## src/rtl/io_cond_pkg.sv

```systemverilog
// io_cond_pkg
//   Shared types and default constants for the pad-input conditioner.
//   strap_state_e : boot-strap FSM states (WARMUP -> SAMPLE -> LOCKED).
//   *_D constants : default parameter values used by io_cond_bit and
//                   io_in_conditioner.
package io_cond_pkg;

  typedef enum logic [1:0] {
    WARMUP = 2'd0,
    SAMPLE = 2'd1,
    LOCKED = 2'd2
  } strap_state_e;

  localparam int N_IO_D        = 48;
  localparam int SYNC_STAGES_D = 2;
  localparam int DEB_CYCLES_D  = 8;
  localparam int DEB_CNT_W_D   = 4;
  localparam int STRAP_DELAY_D = 16;
  localparam int STM_IDX_D     = 44;
  localparam int BOOTSEL_IDX_D = 45;

endpackage

```

## src/rtl/io_cond_bit.sv

```systemverilog
// io_cond_bit
//   One pad pin: synchroniser chain, optional debouncer and edge registers.
//   Optional feature macro: IO_COND_EDGE_DETECT_EN (edge registers and the
//   edge_en_i port exist only when it is defined; otherwise rise_o/fall_o
//   are tied to 0).
// Ports
//   clk_i      clock, rising edge
//   rst_i      synchronous active-high reset, clears every flop
//   pad_i      raw asynchronous pad input
//   filt_en_i  1 = debounced, 0 = synchronise only
//   edge_en_i  edge pulses allowed (strap FSM is LOCKED)
//   io_o       conditioned pin value
//   rise_o     one-cycle pulse in the cycle io_o becomes 1
//   fall_o     one-cycle pulse in the cycle io_o becomes 0
module io_cond_bit
  import io_cond_pkg::*;
#(
  parameter int SYNC_STAGES = SYNC_STAGES_D,
  parameter int DEB_CYCLES  = DEB_CYCLES_D,
  parameter int DEB_CNT_W   = DEB_CNT_W_D
) (
  input  logic clk_i,
  input  logic rst_i,
  input  logic pad_i,
  input  logic filt_en_i,
`ifdef IO_COND_EDGE_DETECT_EN
  input  logic edge_en_i,
`endif
  output logic io_o,
  output logic rise_o,
  output logic fall_o
);

  localparam logic [DEB_CNT_W-1:0] DEB_LAST = DEB_CNT_W'(DEB_CYCLES - 1);

  logic [SYNC_STAGES-1:0] sync_q;
  logic                   sync;
  logic [DEB_CNT_W-1:0]   cnt_q;
  logic [DEB_CNT_W-1:0]   cnt_nxt;
  logic                   io_q;
  logic                   io_nxt;

  assign sync = sync_q[SYNC_STAGES-1];
  assign io_o = io_q;

  // Synchroniser stage
  always_ff @(posedge clk_i) begin
    if (rst_i) begin
      sync_q <= '0;
    end else begin
      sync_q <= {sync_q[SYNC_STAGES-2:0], pad_i};
    end
  end

  // Debounce decision; filt_en_i acts combinationally so a drop mid-count
  // lets the output follow sync on the very next edge.
  always_comb begin
    io_nxt  = io_q;
    cnt_nxt = cnt_q;
    if (!filt_en_i) begin
      io_nxt  = sync;
      cnt_nxt = '0;
    end else if (sync == io_q) begin
      cnt_nxt = '0;
    end else if (cnt_q == DEB_LAST) begin
      io_nxt  = sync;
      cnt_nxt = '0;
    end else begin
      cnt_nxt = cnt_q + 1'b1;
    end
  end

  // Output stage
  always_ff @(posedge clk_i) begin
    if (rst_i) begin
      io_q  <= 1'b0;
      cnt_q <= '0;
    end else begin
      io_q  <= io_nxt;
      cnt_q <= cnt_nxt;
    end
  end

`ifdef IO_COND_EDGE_DETECT_EN
  logic rise_q;
  logic fall_q;

  // Edge stage: registered alongside io_q so the pulse lines up with the
  // new output value.
  always_ff @(posedge clk_i) begin
    if (rst_i) begin
      rise_q <= 1'b0;
      fall_q <= 1'b0;
    end else begin
      rise_q <= edge_en_i & io_nxt & ~io_q;
      fall_q <= edge_en_i & ~io_nxt & io_q;
    end
  end

  assign rise_o = rise_q;
  assign fall_o = fall_q;
`else
  assign rise_o = 1'b0;
  assign fall_o = 1'b0;
`endif

endmodule

```

## src/rtl/io_in_conditioner.sv

```systemverilog
// io_in_conditioner
//   Conditions the raw pad inputs for the core_v_mcu io_in_i bus: per-pin
//   synchronisation, optional debouncing, edge pulses and a one-shot latch
//   of the stm / bootsel boot straps after reset release.
//   Optional feature macro: IO_COND_EDGE_DETECT_EN (edge pulses; when
//   undefined edge_rise_o / edge_fall_o are constant 0).
// Ports
//   clk_i            clock, rising edge
//   rst_i            synchronous active-high reset
//   pad_in_i         raw asynchronous pad inputs
//   filt_en_i        per-pin debounce enable
//   io_in_o          conditioned inputs
//   edge_rise_o      per-pin 0->1 pulse (only once straps are locked)
//   edge_fall_o      per-pin 1->0 pulse (only once straps are locked)
//   strap_stm_o      latched stm strap
//   strap_bootsel_o  latched bootsel strap
//   strap_valid_o    straps latched
module io_in_conditioner
  import io_cond_pkg::*;
#(
  parameter int N_IO        = N_IO_D,
  parameter int SYNC_STAGES = SYNC_STAGES_D,
  parameter int DEB_CYCLES  = DEB_CYCLES_D,
  parameter int DEB_CNT_W   = DEB_CNT_W_D,
  parameter int STRAP_DELAY = STRAP_DELAY_D,
  parameter int STM_IDX     = STM_IDX_D,
  parameter int BOOTSEL_IDX = BOOTSEL_IDX_D
) (
  input  logic            clk_i,
  input  logic            rst_i,
  input  logic [N_IO-1:0] pad_in_i,
  input  logic [N_IO-1:0] filt_en_i,
  output logic [N_IO-1:0] io_in_o,
  output logic [N_IO-1:0] edge_rise_o,
  output logic [N_IO-1:0] edge_fall_o,
  output logic            strap_stm_o,
  output logic            strap_bootsel_o,
  output logic            strap_valid_o
);

  localparam int               DLY_W    = $clog2(STRAP_DELAY);
  localparam logic [DLY_W-1:0] DLY_LAST = DLY_W'(STRAP_DELAY - 1);

  strap_state_e     state_q;
  logic [DLY_W-1:0] warm_cnt_q;

`ifdef IO_COND_EDGE_DETECT_EN
  // Edges stay masked through reset-release settling.
  logic edge_en;
  assign edge_en = (state_q == LOCKED);
`endif

  for (genvar g = 0; g < N_IO; g++) begin : g_pin
    io_cond_bit #(
      .SYNC_STAGES(SYNC_STAGES),
      .DEB_CYCLES (DEB_CYCLES),
      .DEB_CNT_W  (DEB_CNT_W)
    ) u_bit (
      .clk_i    (clk_i),
      .rst_i    (rst_i),
      .pad_i    (pad_in_i[g]),
      .filt_en_i(filt_en_i[g]),
`ifdef IO_COND_EDGE_DETECT_EN
      .edge_en_i(edge_en),
`endif
      .io_o     (io_in_o[g]),
      .rise_o   (edge_rise_o[g]),
      .fall_o   (edge_fall_o[g])
    );
  end

  // Strap FSM: the SAMPLE cycle captures io_in_o as registered before its
  // closing edge, so a pin settling in that same cycle is not seen.
  always_ff @(posedge clk_i) begin
    if (rst_i) begin
      state_q         <= WARMUP;
      warm_cnt_q      <= '0;
      strap_stm_o     <= 1'b0;
      strap_bootsel_o <= 1'b0;
      strap_valid_o   <= 1'b0;
    end else begin
      case (state_q)
        WARMUP: begin
          if (warm_cnt_q == DLY_LAST) begin
            state_q <= SAMPLE;
          end else begin
            warm_cnt_q <= warm_cnt_q + 1'b1;
          end
        end
        SAMPLE: begin
          strap_stm_o     <= io_in_o[STM_IDX];
          strap_bootsel_o <= io_in_o[BOOTSEL_IDX];
          strap_valid_o   <= 1'b1;
          state_q         <= LOCKED;
        end
        LOCKED: begin
          state_q <= LOCKED;
        end
        default: begin
          state_q <= WARMUP;
        end
      endcase
    end
  end

endmodule

```

## config.mk

```make
export PLATFORM = sky130hd
export DESIGN_NAME = io_in_conditioner
export DESIGN_NICKNAME = d
export VERILOG_FILES = /design/src/rtl/io_cond_pkg.sv /design/src/rtl/io_cond_bit.sv /design/src/rtl/io_in_conditioner.sv
export SDC_FILE = /design/constraint.sdc
export NUM_CORES = 1
export LEC_CHECK = 0
export BUFFER_PORTS_ARGS = -buffer_cell sky130_fd_sc_hd__buf_4
export CAP_MARGIN = 20
export CORE_ASPECT_RATIO = 0.8
export CORE_MARGIN = 1.5
export CORE_UTILIZATION = 40
export DETAILED_ROUTE_END_ITERATION = 8
export SKIP_LAST_GASP = 1
export SLEW_MARGIN = 20
export SYNTH_ARGS = -nofsm -noshare
export SYNTH_HDL_FRONTEND = slang
export SYNTH_SLANG_ARGS = --single-unit
```

## constraint.sdc

```tcl
create_clock -name clk_i -period 1.5 [get_ports clk_i]
set_input_delay 0.225 -clock clk_i [delete_from_list [all_inputs] [get_ports clk_i]]
set_output_delay 0.225 -clock clk_i [all_outputs]
set_load 0.02 [all_outputs]
```

# Yosys cells after proc, flatten, opt, wreduce, memory -nomap -nowiden
# Cells that the tools add are included.
[op_classes]
div = 0
n_bitwise = 49
n_lt_le_gt_ge = 0
muxes = 146
mul = 0
shifts = 0
reduce_logical = 99
eq_ne = 196
add_sub_neg = 49
[ops]
columns = ["op", "count"]
rows = [
  ["adder 4 x 1 -> 4 bit, second input constant", 49],
  ["== test 4 x 3 -> 1 bit, second input constant", 48],
  ["OR reduction 4 bit", 48],
  ["2-to-1 mux 1 bit", 144],
  ["!= test 2 bit, second input constant", 49],
  ["AND reduction 2 bit", 49],
  ["!= test 2 x 1 -> 1 bit, second input constant", 48],
  ["inverter 1 bit", 49],
  ["== test 1 bit", 48],
  ["== test 4 bit, second input constant", 1],
  ["one-hot mux 2 bit (2 select lines)", 1],
  ["== test 2 x 1 -> 1 bit, second input constant", 1],
  ["== test 2 bit, second input constant", 1],
  ["zero test 2 bit", 1],
  ["2-to-1 mux 2 bit", 1],
  ["OR reduction 2 bit", 1],
]
[word_totals]
reg_bits = 345
romBits = 0
ram_bits = 0
n_memories = 0
latchBits = 0
output_inout_bits = 147

# Longest topological paths before layout
[logic_depth]
depth_word = 4
mapped_depth = 5

# By module
# A second synthesis with hierarchy kept.
[unflattened]
cells_unflattened = 1339
area_unflattened_um2 = 13565.5
[by_module_without_submodules]
columns = ["mod", "area_per_inst_um2", "seq_area_each_um2", "cells_per_inst", "n_inst"]
rows = [
  ["io_cond_bit at g_pin[0].u_bit ...", 274.0, 140.1, 27, 47],
  ["io_in_conditioner", 412.9, 180.2, 42, 1],
  ["io_cond_bit at g_pin[44].u_bit", 274.0, 140.1, 28, 1],
]

# Worst setup path after synthesis
# OpenSTA, ideal clock, no wires.
[synth_path]
kind = "register to register"
from = "reg warm_cnt_q[0]"
to = "reg warm_cnt_q[0]"
arrival_ns = 1.140
stages_incl_launch_ff = 4
required_ns = 1.379
setup_slack_ns = 0.240
setup_time_ns = 0.121
synth_period_minus_slack_ns = 1.260
path_cell_list = "dfxtp_1 > ha_1 > a31oi_4 > mux2_2"
[synth_via]
elab_chain_cells = 3
word_cells_on_any_way = 4
classes_between = "1 x add/sub; 1 x eq/ne; 1 x bitwise; 1 x reduce/logical"
[synth_rtl]
columns = ["element", "line", "text"]
rows = [
  ["start, declared", "io_in_conditioner.sv:45", "logic [DLY_W-1:0] warm_cnt_q;"],
  ["start signal, assigned", "io_in_conditioner.sv:87", "warm_cnt_q <= warm_cnt_q + 1'b1;"],
  ["parallel branches: the longest is 3 deep, another holds adder 4 x 1 -> 4 bit", "-", ""],
]
# Parallel ways; which one is timed is not known.
# A chain may end at the register's enable or synchronous reset.

# Final worst setup path
# Same ends and word-level chain as after synthesis.

==> key figures <==
Run status
  • Outcome: finished, final reports clean

Hold path
  • Cell count of the worst hold path: 2
  • Beginning of the worst hold path: pad_in_i[36]
  • End point of the worst hold path: g_pin[36].u_bit.sync_q[0]$_SDFF_PP0_
  • Worst hold-check path type: in -> reg

Floorplanning
  • Standard-cell row count: 62
  • Die extent in x: 216 um
  • Initial Utilization: 40.5%
  • Die ar.: 37,300 um2
  • Floorplan core area: 35,800 um2
  • Die extent in y: 173 um
  • Top-level port count: 245

Global route
  • Pin count of the biggest net entering global routing: 60
  • GRT Overall Usage: 12.9%
  • Number of antenna violations at the first check in global routing: 0
  • Vias in the first global route: 8,785
  • Global-route wire length before repair: 40,900 um
  • Aggregate global routing overflow: 0

Synth
  • Top cells by area, synth: sky130_fd_sc_hd__dfxtp_1, sky130_fd_sc_hd__buf_4, sky130_fd_sc_hd__nand4_4, sky130_fd_sc_hd__nor2b_1, sky130_fd_sc_hd__xnor2_1
  • Proportion of synthesized chip area in sequential cells: 47.7%
  • Gate count of the mapped netlist: 1,364
  • Top cell type by total area after synthesis: sky130_fd_sc_hd__dfxtp_1
  • Prevailing post-synth register cell: sky130_fd_sc_hd__dfxtp_1
  • Average size of a mapped cell: 10.6 um2
  • Number of synthesized register bits: 345
  • Most numerous cell in the Yosys netlist: sky130_fd_sc_hd__dfxtp_1
  • Post-synthesis adder-cell area fraction: 4.41%
  • Post-Synth Simple-Gate Area: 23.1%
  • Complex-gate fraction of the synthesized area: 5.26%
  • Leading post-synthesis cells by instance count: sky130_fd_sc_hd__dfxtp_1, sky130_fd_sc_hd__nor2_1, sky130_fd_sc_hd__buf_4
  • Number of warnings reported in the yosys synthesis log: 0
  • EDFF count, synth: 0
  • Xor/xnor share of the synthesized area: 8.72%
  • Netlist Area Pre-Place: 14,500 um2
  • Share of the synthesized area in the top cell type: 47.7%
  • Yosys cell types: 29
  • Combinational family with the most area after synthesis: simple AND/OR/NAND/NOR gates
  • Portion of netlist area occupied by mux cells: 0.355%
  • Share of flip-flops with an asynchronous set or reset: 0%

Routing
  • Detailed-router iteration count before antenna repair: 4
  • Wire length per cell after detailed routing: 11.4 um
  • Final routed DRC violation total: 0
  • Post-route antenna net violation count: 0
  • Via density per instance: 4.33
  • Iter 0 DRT Violations: 312
  • Count of vias placed by the detailed router: 9,015
  • Final wirelength: 23,800 um

Cells and area
  • Nets: 1,729
  • Post-layout utilization of the core: 48.8%
  • # diodes: 0
  • Filler instances: 3,205
  • Area added between synthesis and finish: 20.7%
  • Final design area excluding fillers: 17,500 um2
  • Multi-input combinational cell area: 6420 um2
  • Number of cells in the finished layout apart from fillers: 2,082
  • Fraction of final layout cells sized beyond drive strength 1: 17.1%
  • FF/Latch Area: 6910 um2

Power
  • Maximum resistive drop on vdd: 0.770 mV
  • Power Density: 1100 nW/um2
  • Standby leakage power: 7.14 nW

Placed design
  • Quantity of I/O buffers inserted on ports: 148
  • Weighted congestion reported at the end of routability-driven placement: 0.696
  • Post-Place Cell Area: 15,400 um2
  • Placed cell count: 1,927
  • HPWL reported at the end of detailed placement: 16,100 um
  • DP Worst Slack: 181 ps

Setup path
  • Logic depth of the worst register-to-register path: 3
  • Arrival time reported for the critical path endpoint: 1730 ps
  • Worst R2R End: warm_cnt_q[0]$_SDFFE_PP0P_
  • Reg-to-reg startpoint: warm_cnt_q[0]$_SDFFE_PP0P_
  • Worst-path maximum fanout: 5
  • Required @ worst endpoint: 1900 ps
  • R2R setup slack: 160 ps
  • Worst Setup Start Kind: flop
  • CP endpoint kind: flop
  • Critical Setup Path Class: reg -> reg

Timing
  • Number of setup violations in the final report: 0
  • Final worst setup slack: 164 ps
  • RSZ-0062 raised after global routing: no
  • Sum of negative setup slack: 0 ps
  • Max Clk Rate: 0.748 GHz
  • Post-Route Skew: 10.3 ps
  • Min Clock Period, post-route: 1340 ps
  • Hold Vio Cnt, Final: 0
  • Post-route clock period utilization: 89.1%
  • Count of final max-slew check failures: 0

Clock network
  • Clk slew on worst S/H paths: 60 ps
  • Max Buffers Root-to-Sink: 3
  • Clock latency on the worst-skew pair: 510 ps
  • Number of clock buffers inserted by TritonCTS: 36
  • H-Tree Level Count: 2
  • Cell chosen for the clock root: sky130_fd_sc_hd__clkbuf_16
  • TritonCTS clock tree: built
  • Post-CTS setup repair buffer count: 0
  • # clock sinks: 345

Run
  • Count of max-cap constraint violations: 0
-- cell families (layout without fill, tap and decap cells) --
group / Yosys count / count (layout)
XOR/XNOR: 144 / 144
flip-flops: 345 / 345
adder cells (fa/ha/maj): 51 / 51
other: 1 / 96
AND/OR/NAND/NOR: 496 / 496
multiplexers: 5 / 5
buffers and inverters: 222 / 365
AO/OA/AOI/OAI: 100 / 100
-- placed cells by master (no fill, tap or decap) --
cell type and count:
sky130_fd_sc_hd__nand3b_1 48, sky130_fd_sc_hd__a31oi_1 1, sky130_fd_sc_hd__nand2b_1 29, sky130_fd_sc_hd__nor3_1 4, sky130_fd_sc_hd__a31oi_4 1, sky130_fd_sc_hd__nor2b_1 126, sky130_fd_sc_hd__clkbuf_16 37, sky130_fd_sc_hd__nand4_4 47
sky130_fd_sc_hd__a211oi_1 1, sky130_fd_sc_hd__nand3_1 67, sky130_fd_sc_hd__mux2_2 1, sky130_fd_sc_hd__clkinv_2 1, sky130_fd_sc_hd__a41o_1 29, sky130_fd_sc_hd__ha_1 51, sky130_fd_sc_hd__nand4_1 2, sky130_fd_sc_hd__conb_1 96
sky130_fd_sc_hd__clkbuf_8 10, sky130_fd_sc_hd__xor2_1 67, sky130_fd_sc_hd__buf_12 7, sky130_fd_sc_hd__inv_8 1, sky130_fd_sc_hd__clkbuf_1 12, sky130_fd_sc_hd__a21oi_1 49, sky130_fd_sc_hd__buf_4 150, sky130_fd_sc_hd__nand2_1 5
sky130_fd_sc_hd__inv_1 52, sky130_fd_sc_hd__dfxtp_1 345, sky130_fd_sc_hd__a21bo_2 19, sky130_fd_sc_hd__xnor2_1 77, sky130_fd_sc_hd__mux2i_1 4, sky130_fd_sc_hd__nor2_1 168, sky130_fd_sc_hd__dlygate4sd3_1 95
-- registers in the layout (all words and copies together) (netlist names) --
name,count
g_pin.u_bit.cnt_q,192
g_pin.u_bit.io_o,48
g_pin.u_bit.sync_q,96
state_q,2
strap_bootsel_o,1
strap_stm_o,1
strap_valid_o,1
warm_cnt_q,4
-- where the power goes --
part | total, mW | internal (mW) | switching, mW
sequential | 9.47 | 9.36 | 0.110
clock | 8.43 | 5.01 | 3.42
combinational | 1.36 | 0.624 | 0.732
-- per-stage QoR --
| step | power [mW] | hold WS [ps] |
|---|---|---|
| finish | 19.3 | 46.7 |
| floorplan | 10.6 | 353 |
| global placement | 10.8 | 418 |
| global route | 20.1 | 29.2 |
| CTS | 19.6 | 19.8 |
| detailed placement | 10.8 | 420 |
-- how the worst max path moves through the flow --
stage | startpoint | endpoint | cells after the start
2_1_floorplan | warm_cnt_q[0]$_SDFFE_PP0P_ | warm_cnt_q[0]$_SDFFE_PP0P_ | 3
4_1_cts | g_pin[45].u_bit.io_o$_SDFFE_PP0P_ | io_in_o[45] | 1
3_3_place_gp | warm_cnt_q[0]$_SDFFE_PP0P_ | warm_cnt_q[0]$_SDFFE_PP0P_ | 3
3_5_place_dp | state_q[1]$_SDFFE_PP0P_ | warm_cnt_q[0]$_SDFFE_PP0P_ | 5
5_1_grt | state_q[1]$_SDFFE_PP0P_ | warm_cnt_q[0]$_SDFFE_PP0P_ | 5
6_report | warm_cnt_q[0]$_SDFFE_PP0P_ | warm_cnt_q[0]$_SDFFE_PP0P_ | 3
-- repair_timing --
item	4_1_cts	5_1_grt
gates resized for setup	0	0
hold endpoints to repair	282	0
hold buffers	95	0
-- metal layers --
layer	part of all wire [%]	vias to the layer above	global-route usage, %
met5	0	-	0
met4	2.0	0	3.82
met3	4.2	36	3.01
met2	45	134	21.1
met1	49	4126	17.0
li1	-	4719	-
-- critical path, stage by stage (launching register included) --
cell and delay (ps):
sky130_fd_sc_hd__dfxtp_1 330, sky130_fd_sc_hd__ha_1 280, sky130_fd_sc_hd__a31oi_4 260, sky130_fd_sc_hd__mux2_2 360
-- final cells by class --
type	count	area share, %
clock buffer	59	6.35
clock inverter	1	0.0287
inverter	53	1.18
multi-input combinational	892	36.8
sequential	345	39.6
tap	480	3.44
timing repair buffer	252	12.7
No activity file was read; power rests on OpenSTA's default activity.
